<file path="config.mk">
export PLATFORM = sky130hd
export DESIGN_NAME = issue_queue_flat
export DESIGN_NICKNAME = d
export VERILOG_FILES = /design/src/rtl/issue_queue_if.sv /design/src/rtl/issue_queue.sv /design/src/flat_wrapper.sv
export SDC_FILE = /design/constraint.sdc
export NUM_CORES = 2
export LEC_CHECK = 0
export CORE_MARGIN = 4
export CORE_UTILIZATION = 63
export DETAILED_ROUTE_END_ITERATION = 16
export HOLD_SLACK_MARGIN = 0.03
export MAX_ROUTING_LAYER = met4
export PLACE_DENSITY = 0.95
export SKIP_LAST_GASP = 1
export SYNTH_ARGS = -nofsm -noshare
export SYNTH_HDL_FRONTEND = slang
export SYNTH_SLANG_ARGS = --single-unit
</file>
<file path="constraint.sdc">
create_clock -name clk -period 17.4 [get_ports clk]
set_clock_uncertainty 0.2 [all_clocks]
set_input_delay 2.61 -clock clk [delete_from_list [all_inputs] [get_ports clk]]
set_output_delay 2.61 -clock clk [all_outputs]
set_load 0.005 [all_outputs]
</file>
<file path="src/rtl/issue_queue_if.sv">
// Fetch/pre-decode/issue signal bundle for issue_queue.
// slave is the queue side; master is the fetch, pre-decoder and decode side.
interface issue_queue_if #(
   parameter int DEPTH   = 16,
   parameter int ENTRY_W = 64
);
   localparam int CW = $clog2(DEPTH) + 1;

   logic               flush;
   logic               push_en_1;
   logic [ENTRY_W-1:0] push_data_1;
   logic               push_en_2;
   logic [ENTRY_W-1:0] push_data_2;
   logic               queue_ready;
   logic [CW-1:0]      count;
   logic [ENTRY_W-1:0] hd_data_1;
   logic [ENTRY_W-1:0] hd_data_2;
   logic               hd_ok_1;
   logic               hd_ok_2;
   logic               hd1_is_jmp;
   logic               hd1_is_ls;
   logic [4:0]         hd1_w_reg_dst;
   logic               hd2_is_jmp;
   logic [4:0]         hd2_rs;
   logic [4:0]         hd2_rt;
   logic               issue_stall;
   logic               issue_valid_1;
   logic               issue_valid_2;
   logic [31:0]        issue_pc_1;
   logic [31:0]        issue_inst_1;
   logic [31:0]        issue_pc_2;
   logic [31:0]        issue_inst_2;

   // Push is fire-and-forget: a push is taken only if the whole group fits,
   // so fetch must gate push_en_* on queue_ready. issue_stall holds the slots.
   modport slave (
      input  flush, push_en_1, push_data_1, push_en_2, push_data_2,
      input  hd1_is_jmp, hd1_is_ls, hd1_w_reg_dst, hd2_is_jmp, hd2_rs, hd2_rt,
      input  issue_stall,
      output queue_ready, count, hd_data_1, hd_data_2, hd_ok_1, hd_ok_2,
      output issue_valid_1, issue_valid_2, issue_pc_1, issue_inst_1,
      output issue_pc_2, issue_inst_2
   );

   modport master (
      output flush, push_en_1, push_data_1, push_en_2, push_data_2,
      output hd1_is_jmp, hd1_is_ls, hd1_w_reg_dst, hd2_is_jmp, hd2_rs, hd2_rt,
      output issue_stall,
      input  queue_ready, count, hd_data_1, hd_data_2, hd_ok_1, hd_ok_2,
      input  issue_valid_1, issue_valid_2, issue_pc_1, issue_inst_1,
      input  issue_pc_2, issue_inst_2
   );
endinterface

</file>
<file path="src/rtl/issue_queue.sv">
// Dual-issue fetch-to-decode instruction queue with pairing rules and ID1 issue registers.
// Define ISSUE_DUAL_EN to allow two entries to issue per cycle; otherwise single issue.
module issue_queue #(
   parameter int DEPTH   = 16,
   parameter int ENTRY_W = 64
) (
   input logic          clk,
   input logic          resetn,
   issue_queue_if.slave bus
);
   localparam int PW = $clog2(DEPTH);
   localparam int CW = PW + 1;
`ifdef ISSUE_DUAL_EN
   localparam logic [1:0] PAIR_POP = 2'd2;
`else
   localparam logic [1:0] PAIR_POP = 2'd1;
`endif

   logic [ENTRY_W-1:0] mem_q [DEPTH];
   logic [PW-1:0]      rd_ptr_q, rd_ptr_d, wr_ptr_q, wr_ptr_d;
   logic [PW-1:0]      rd_ptr_p1, wr_ptr_p1;
   logic [CW-1:0]      count_q, count_d;
   logic [CW-1:0]      free_after_pop;
   logic [1:0]         n_pop, n_push_req, n_push;
   logic               hd_ok_1, hd_ok_2, raw_hazard;

   logic               issue_valid_1_q, issue_valid_1_d;
   logic               issue_valid_2_q, issue_valid_2_d;
   logic [31:0]        issue_pc_1_q, issue_inst_1_q, issue_pc_2_q, issue_inst_2_q;

   assign rd_ptr_p1 = rd_ptr_q + PW'(1);
   assign wr_ptr_p1 = wr_ptr_q + PW'(1);
   assign hd_ok_1   = (count_q != '0);
   assign hd_ok_2   = (count_q >= CW'(2));

   assign raw_hazard = (bus.hd1_w_reg_dst != 5'd0) &&
                       ((bus.hd1_w_reg_dst == bus.hd2_rs) || (bus.hd1_w_reg_dst == bus.hd2_rt));

   // Pairing rules, highest priority first.
   always_comb begin
      n_pop = 2'd0;
      if (!hd_ok_1 || bus.issue_stall)       n_pop = 2'd0;
      else if (bus.hd1_is_jmp && !hd_ok_2)   n_pop = 2'd0;
      else if (bus.hd1_is_jmp)               n_pop = PAIR_POP;
      else if (!hd_ok_2)                     n_pop = 2'd1;
      else if (raw_hazard)                   n_pop = 2'd1;
      else if (bus.hd1_is_ls)                n_pop = 2'd1;
      else if (bus.hd2_is_jmp)               n_pop = 2'd1;
      else                                   n_pop = PAIR_POP;
   end

   // Space freed by this cycle's pop counts, so a full queue can pop 2 / push 2.
   always_comb begin
      n_push_req = 2'd0;
      if (bus.push_en_1) n_push_req = bus.push_en_2 ? 2'd2 : 2'd1;
      free_after_pop = CW'(DEPTH) - count_q + CW'(n_pop);
      n_push = (free_after_pop >= CW'(n_push_req)) ? n_push_req : 2'd0;
      count_d  = count_q + CW'(n_push) - CW'(n_pop);
      rd_ptr_d = rd_ptr_q + PW'(n_pop);
      wr_ptr_d = wr_ptr_q + PW'(n_push);
      issue_valid_1_d = (n_pop != 2'd0);
      issue_valid_2_d = (n_pop == 2'd2);
   end

   always_ff @(posedge clk) begin
      if (resetn && !bus.flush) begin
         if (n_push != 2'd0) mem_q[wr_ptr_q]  <= bus.push_data_1;
         if (n_push == 2'd2) mem_q[wr_ptr_p1] <= bus.push_data_2;
      end
   end

   always_ff @(posedge clk) begin
      if (!resetn) begin
         rd_ptr_q <= '0;
         wr_ptr_q <= '0;
         count_q  <= '0;
      end else if (bus.flush) begin
         rd_ptr_q <= '0;
         wr_ptr_q <= '0;
         count_q  <= '0;
      end else begin
         rd_ptr_q <= rd_ptr_d;
         wr_ptr_q <= wr_ptr_d;
         count_q  <= count_d;
      end
   end

   always_ff @(posedge clk) begin
      if (!resetn) begin
         issue_valid_1_q <= 1'b0;
         issue_valid_2_q <= 1'b0;
         issue_pc_1_q    <= '0;
         issue_inst_1_q  <= '0;
         issue_pc_2_q    <= '0;
         issue_inst_2_q  <= '0;
      end else if (bus.flush) begin
         issue_valid_1_q <= 1'b0;
         issue_valid_2_q <= 1'b0;
      end else if (!bus.issue_stall) begin
         issue_valid_1_q <= issue_valid_1_d;
         issue_valid_2_q <= issue_valid_2_d;
         issue_pc_1_q    <= bus.hd_data_1[63:32];
         issue_inst_1_q  <= bus.hd_data_1[31:0];
         issue_pc_2_q    <= bus.hd_data_2[63:32];
         issue_inst_2_q  <= bus.hd_data_2[31:0];
      end
   end

   assign bus.queue_ready = ((CW'(DEPTH) - count_q) >= CW'(2));
   assign bus.count       = count_q;
   assign bus.hd_data_1   = mem_q[rd_ptr_q];
   assign bus.hd_data_2   = mem_q[rd_ptr_p1];
   assign bus.hd_ok_1     = hd_ok_1;
   assign bus.hd_ok_2     = hd_ok_2;

   assign bus.issue_valid_1 = issue_valid_1_q;
`ifdef ISSUE_DUAL_EN
   assign bus.issue_valid_2 = issue_valid_2_q;
`else
   assign bus.issue_valid_2 = 1'b0 & issue_valid_2_q;
`endif
   assign bus.issue_pc_1   = issue_pc_1_q;
   assign bus.issue_inst_1 = issue_inst_1_q;
   assign bus.issue_pc_2   = issue_pc_2_q;
   assign bus.issue_inst_2 = issue_inst_2_q;
endmodule

</file>
<file path="src/flat_wrapper.sv">
// flat-port wrapper written by rule: the top's interface ports become plain ports
module issue_queue_flat 
#(
   parameter int DEPTH   = 16,
   parameter int ENTRY_W = 64
)
  (clk, resetn, bus_flush, bus_push_en_1, bus_push_data_1, bus_push_en_2, bus_push_data_2, bus_hd1_is_jmp, bus_hd1_is_ls, bus_hd1_w_reg_dst, bus_hd2_is_jmp, bus_hd2_rs, bus_hd2_rt, bus_issue_stall, bus_queue_ready, bus_count, bus_hd_data_1, bus_hd_data_2, bus_hd_ok_1, bus_hd_ok_2, bus_issue_valid_1, bus_issue_valid_2, bus_issue_pc_1, bus_issue_inst_1, bus_issue_pc_2, bus_issue_inst_2);
  issue_queue_if #(.DEPTH(DEPTH), .ENTRY_W(ENTRY_W)) bus_i ();
  input logic clk;
  input logic resetn;
  input wire logic [$bits(bus_i.flush)-1:0] bus_flush;
  input wire logic [$bits(bus_i.push_en_1)-1:0] bus_push_en_1;
  input wire logic [$bits(bus_i.push_data_1)-1:0] bus_push_data_1;
  input wire logic [$bits(bus_i.push_en_2)-1:0] bus_push_en_2;
  input wire logic [$bits(bus_i.push_data_2)-1:0] bus_push_data_2;
  input wire logic [$bits(bus_i.hd1_is_jmp)-1:0] bus_hd1_is_jmp;
  input wire logic [$bits(bus_i.hd1_is_ls)-1:0] bus_hd1_is_ls;
  input wire logic [$bits(bus_i.hd1_w_reg_dst)-1:0] bus_hd1_w_reg_dst;
  input wire logic [$bits(bus_i.hd2_is_jmp)-1:0] bus_hd2_is_jmp;
  input wire logic [$bits(bus_i.hd2_rs)-1:0] bus_hd2_rs;
  input wire logic [$bits(bus_i.hd2_rt)-1:0] bus_hd2_rt;
  input wire logic [$bits(bus_i.issue_stall)-1:0] bus_issue_stall;
  output wire logic [$bits(bus_i.queue_ready)-1:0] bus_queue_ready;
  output wire logic [$bits(bus_i.count)-1:0] bus_count;
  output wire logic [$bits(bus_i.hd_data_1)-1:0] bus_hd_data_1;
  output wire logic [$bits(bus_i.hd_data_2)-1:0] bus_hd_data_2;
  output wire logic [$bits(bus_i.hd_ok_1)-1:0] bus_hd_ok_1;
  output wire logic [$bits(bus_i.hd_ok_2)-1:0] bus_hd_ok_2;
  output wire logic [$bits(bus_i.issue_valid_1)-1:0] bus_issue_valid_1;
  output wire logic [$bits(bus_i.issue_valid_2)-1:0] bus_issue_valid_2;
  output wire logic [$bits(bus_i.issue_pc_1)-1:0] bus_issue_pc_1;
  output wire logic [$bits(bus_i.issue_inst_1)-1:0] bus_issue_inst_1;
  output wire logic [$bits(bus_i.issue_pc_2)-1:0] bus_issue_pc_2;
  output wire logic [$bits(bus_i.issue_inst_2)-1:0] bus_issue_inst_2;
  assign bus_i.flush = bus_flush;
  assign bus_i.push_en_1 = bus_push_en_1;
  assign bus_i.push_data_1 = bus_push_data_1;
  assign bus_i.push_en_2 = bus_push_en_2;
  assign bus_i.push_data_2 = bus_push_data_2;
  assign bus_i.hd1_is_jmp = bus_hd1_is_jmp;
  assign bus_i.hd1_is_ls = bus_hd1_is_ls;
  assign bus_i.hd1_w_reg_dst = bus_hd1_w_reg_dst;
  assign bus_i.hd2_is_jmp = bus_hd2_is_jmp;
  assign bus_i.hd2_rs = bus_hd2_rs;
  assign bus_i.hd2_rt = bus_hd2_rt;
  assign bus_i.issue_stall = bus_issue_stall;
  assign bus_queue_ready = bus_i.queue_ready;
  assign bus_count = bus_i.count;
  assign bus_hd_data_1 = bus_i.hd_data_1;
  assign bus_hd_data_2 = bus_i.hd_data_2;
  assign bus_hd_ok_1 = bus_i.hd_ok_1;
  assign bus_hd_ok_2 = bus_i.hd_ok_2;
  assign bus_issue_valid_1 = bus_i.issue_valid_1;
  assign bus_issue_valid_2 = bus_i.issue_valid_2;
  assign bus_issue_pc_1 = bus_i.issue_pc_1;
  assign bus_issue_inst_1 = bus_i.issue_inst_1;
  assign bus_issue_pc_2 = bus_i.issue_pc_2;
  assign bus_issue_inst_2 = bus_i.issue_inst_2;
  issue_queue #(.DEPTH(DEPTH), .ENTRY_W(ENTRY_W)) u_core (.clk(clk), .resetn(resetn), .bus(bus_i));
endmodule
</file>
==> metrics.md <==
| Metric | Value |
|---|---|
| Root Buffer | `clkbuf_16` |
| Slew Viols, Final | `0` |
| Layout Nets | `4932` |
| Status | `completed` |
| Worst vdd ir | `0.0000928 V` |
| Max-cap viol count | `0` |
| Maximum operating frequency | `111 MHz` |
| Largest area contributor in the netlist | `edfxtp_1` |
| Io pins | `418` |
| Synth top area share | `0.468` |
| Hold Crit Class | `flip-flop to flip-flop` |
| Hold slack | `around 360 ps` |
| Pin count of the biggest net entering global routing | `between 200 and 300` |
| RSZ-0062 raised after global routing | `false` |
| Count of warnings emitted by yosys | `0` |
| Most common flop cell mapped by yosys | `edfxtp_1` |
| Clk Latency, worst-skew pair | `710 ps` |
| Initial antenna violation count | `37` |
| Cell variety after synth | `50` |
| CP max stage delay | `1050 ps` |
| Critical Path Fanout Max | `62` |
| Critical Path RT | `roughly 15000 ps` |
| Worst Hold End | `u_core.bus.issue_pc_2[6]` |
| Final hold viol count | `0` |
| Async SR Flop Fraction | `0` |
| Vias | `48548` |
| Die footprint | `~110000 sq um` |
| Hold Startpoint | `u_core.bus.issue_pc_2[6]` |
| Leak pwr | `between 20 and 25 nW` |
| Setup violators final | `0` |
| Setup TNS | `0 ps` |
| Pwr dens | `101 nW/um^2` |
| Detailed placer's ending HPWL | `115000 um` |
| Final wirelength | `219000 um` |
| Min Tclk post-route | `9000 ps` |
| Final ANT Viol Nets | `0` |
| Critical path data arrival time | `6190 ps` |
| Core Box Area | `103000 sq um` |
| Post-Synthesis Net Count | `4829` |
| Hold depth | `2` |
| First-pass GRT wire length | `between 300000 and 400000 um` |
| Worst slew pin tran | `1370 ps` |
| Endpoint class of the critical path | `primary output` |
| CP Cell Sequence | `ha_4 > buf_4 > buf_4 > mux4_2 > a22oi_1 > nand2_1 > clkdlybuf4s50_1` |
| TritonCTS buffer count | `116` |
| R2R Setup Slk | `~10000 ps` |
| Synthesized area per cell | `14.1 sq um` |
| Relative slew margins | `0.0879` |
| Synth area leaders | `edfxtp_1 47%, mux2_2 19%, mux4_2 8.8%` |
| FF-to-FF Start | `u_core.bus.count[3]` |
| Drt wl/cell | `34.8 um` |
| Setup crit start kind | `flip-flop` |
| CTS Hold Buffers Added | `0` |
| EDFF count, synth | `1024` |
| GPL Wtd Cong | `0.870` |
| Reg clk slew, reported paths | `~60 ps` |
| Bufs on Longest Clock Path | `3` |
| Worst r2r path cells | `15` |
| CP max stage cell | `dfxtp_4` |
| Buffers on Ports | `399` |
| Post-Syn Area | `roughly 66000 sq um` |
| Post-CTS Resized | `0` |
| Cell count after synthesis | `4654` |
| Die H | `331 um` |
| CP dominant cell by count | `buf_4` |
| Period utilization | `0.517` |
| Clk sinks | `about 1200` |
| Placement row count | `118` |
| Layout cells sized above 1 | `0.349` |
| First-pass DRT Iterations | `9` |
| Die W | `331 um` |
| Seq cells post-synth | `~1200` |
| H-tree depth | `3` |
| Synth-to-Final Area Change | `13.1%` |
| Gr ovfl total | `0` |
| Post-CTS setup buffers | `0` |
| CTS tree | `done` |
| # DRC | `0` |
| GRT Util Overall | `0.401` |
| Vias in the first global route | `49358` |
| Critical path class | `flip-flop to primary output` |
| 1st-iter DRT viols | `between 8000 and 9000` |
| Worst R2R End | `u_core.mem_q[10][57]` |
| Vias per cell | `7.73` |
| Initial Util | `0.634` |
| Seq/Total Area, Yosys | `0.512` |
cell families (layout without fill, tap and decap cells):
kind of cell | count (synthesis) | count (layout) | synth area share
AOI/OAI and AO/OA | 802 | 802 | 0.0819
xor gates and xnor gates | 6 | 6 | 0.000800
adders and majority gates | 23 | 23 | 0.00461
buffers and inverters | 518 | 724 | 0.0344
DFF | 1166 | 1166 | 0.512
muxes | 1797 | 1797 | 0.345
other | 1 | 42 | 0.0000571
and+or+nand+nor | 341 | 341 | 0.0219
sequential cells by signal, summed over array words and instances, names as in the netlist:
register / cells
u_core.bus.count: 5
u_core.bus.issue_inst_1: 32
u_core.bus.issue_inst_2: 32
u_core.rd_ptr_q: 4
u_core.wr_ptr_q: 4
u_core.bus.issue_pc_2: 32
u_core.mem_q: 1024
u_core.bus.issue_valid_1: 1
u_core.bus.issue_pc_1: 32
cell usage after synthesis, types with 9 or more instances:
cell type,number
nor3_1,9
mux2i_1,387
ha_1,21
buf_1,49
inv_1,14
mux2_2,1124
mux2_1,30
and2_1,10
mux4_2,256
nand2_1,137
buf_2,60
o21ai_0,196
a21oi_1,135
dfxtp_1,142
a22oi_1,128
o22a_1,65
nor2_1,139
buf_6,31
clkbuf_1,362
nand3_1,12
edfxtp_1,1024
a221oi_1,128
a31oi_1,128
metrics by stage:
step | total power [mW] | util | std cells | setup WS (ps) | area (sq um)
floorplan | 4.27 | - | 4654 | 5410 | 65700
global placement | 4.76 | 0.678 | 6019 | 8880 | 70200
detailed placement | 4.82 | 0.678 | 6019 | 8740 | 70200
CTS | 7.43 | 0.717 | 6240 | 8440 | 74200
global route | 7.69 | 0.718 | 6279 | 8150 | 74300
finish | 7.50 | 0.718 | 6281 | 8400 | 74300
worst max path at each step:
stage                                   from                   end  depth (start not counted)
after floorplan               bus_hd1_is_jmp   u_core.mem_q[11][0]                         11
after global placement        bus_hd1_is_jmp  u_core.mem_q[10][48]                         12
after detailed placement      bus_hd1_is_jmp  u_core.mem_q[10][38]                         12
after CTS                 u_core.rd_ptr_q[0]     bus_hd_data_2[62]                          7
after global routing      u_core.rd_ptr_q[0]     bus_hd_data_2[60]                          7
final                     u_core.rd_ptr_q[0]      bus_hd_data_2[1]                          7
power breakdown:
part	total (mW)	switching (mW)	internal (mW)
registers	3.15	0.0562	3.10
logic	1.70	0.884	0.812
clock network	2.65	1.13	1.52
total	7.50	2.07	5.43
layout make-up:
class	count	area, sq um
diodes	41	103
flip-flops and latches	1166	33600
multi-input cells	2970	30100
fillers	5832	29200
well taps	1380	1730
clock buffers	164	3360
repair buffers	488	4700
clock inverters	57	617
inverters	15	58.8
layer usage:
metal  GRT usage  routed length (um)  share of wire
met4       0.291               18100          0.083
met1       0.470               68500           0.31
met5           -                   0              0
met3       0.123               33800           0.15
met2       0.589               98400           0.45
critical path, delay by kind of cell, from the launching register on:
family,cells,cell delay [ps]
compound gates,1,260
simple gates,1,270
flops,1,1050
fa+ha+maj,1,780
mux,1,600
buf+inv,3,2400
placed cells by master (no fill, tap or decap), types with 13 or more instances in the layout:
master / netlist / routed
a21oi_1: 135 / 135
a221oi_1: 128 / 128
a22oi_1: 128 / 128
a31oi_1: 128 / 128
buf_4: 1 / 87
clkbuf_1: 362 / 26
clkbuf_16: 0 / 121
clkbuf_8: 0 / 17
clkdlybuf4s50_1: 0 / 398
clkinv_1: 1 / 13
clkinv_2: 0 / 20
dfxtp_1: 142 / 138
diode_2: 0 / 41
edfxtp_1: 1024 / 1024
ha_1: 21 / 20
inv_1: 14 / 14
mux2_1: 30 / 30
mux2_2: 1124 / 1122
mux2i_1: 387 / 385
mux4_2: 256 / 256
nand2_1: 137 / 137
nor2_1: 139 / 138
o21ai_0: 196 / 196
o22a_1: 65 / 65
No activity file was read; power rests on OpenSTA's default activity.
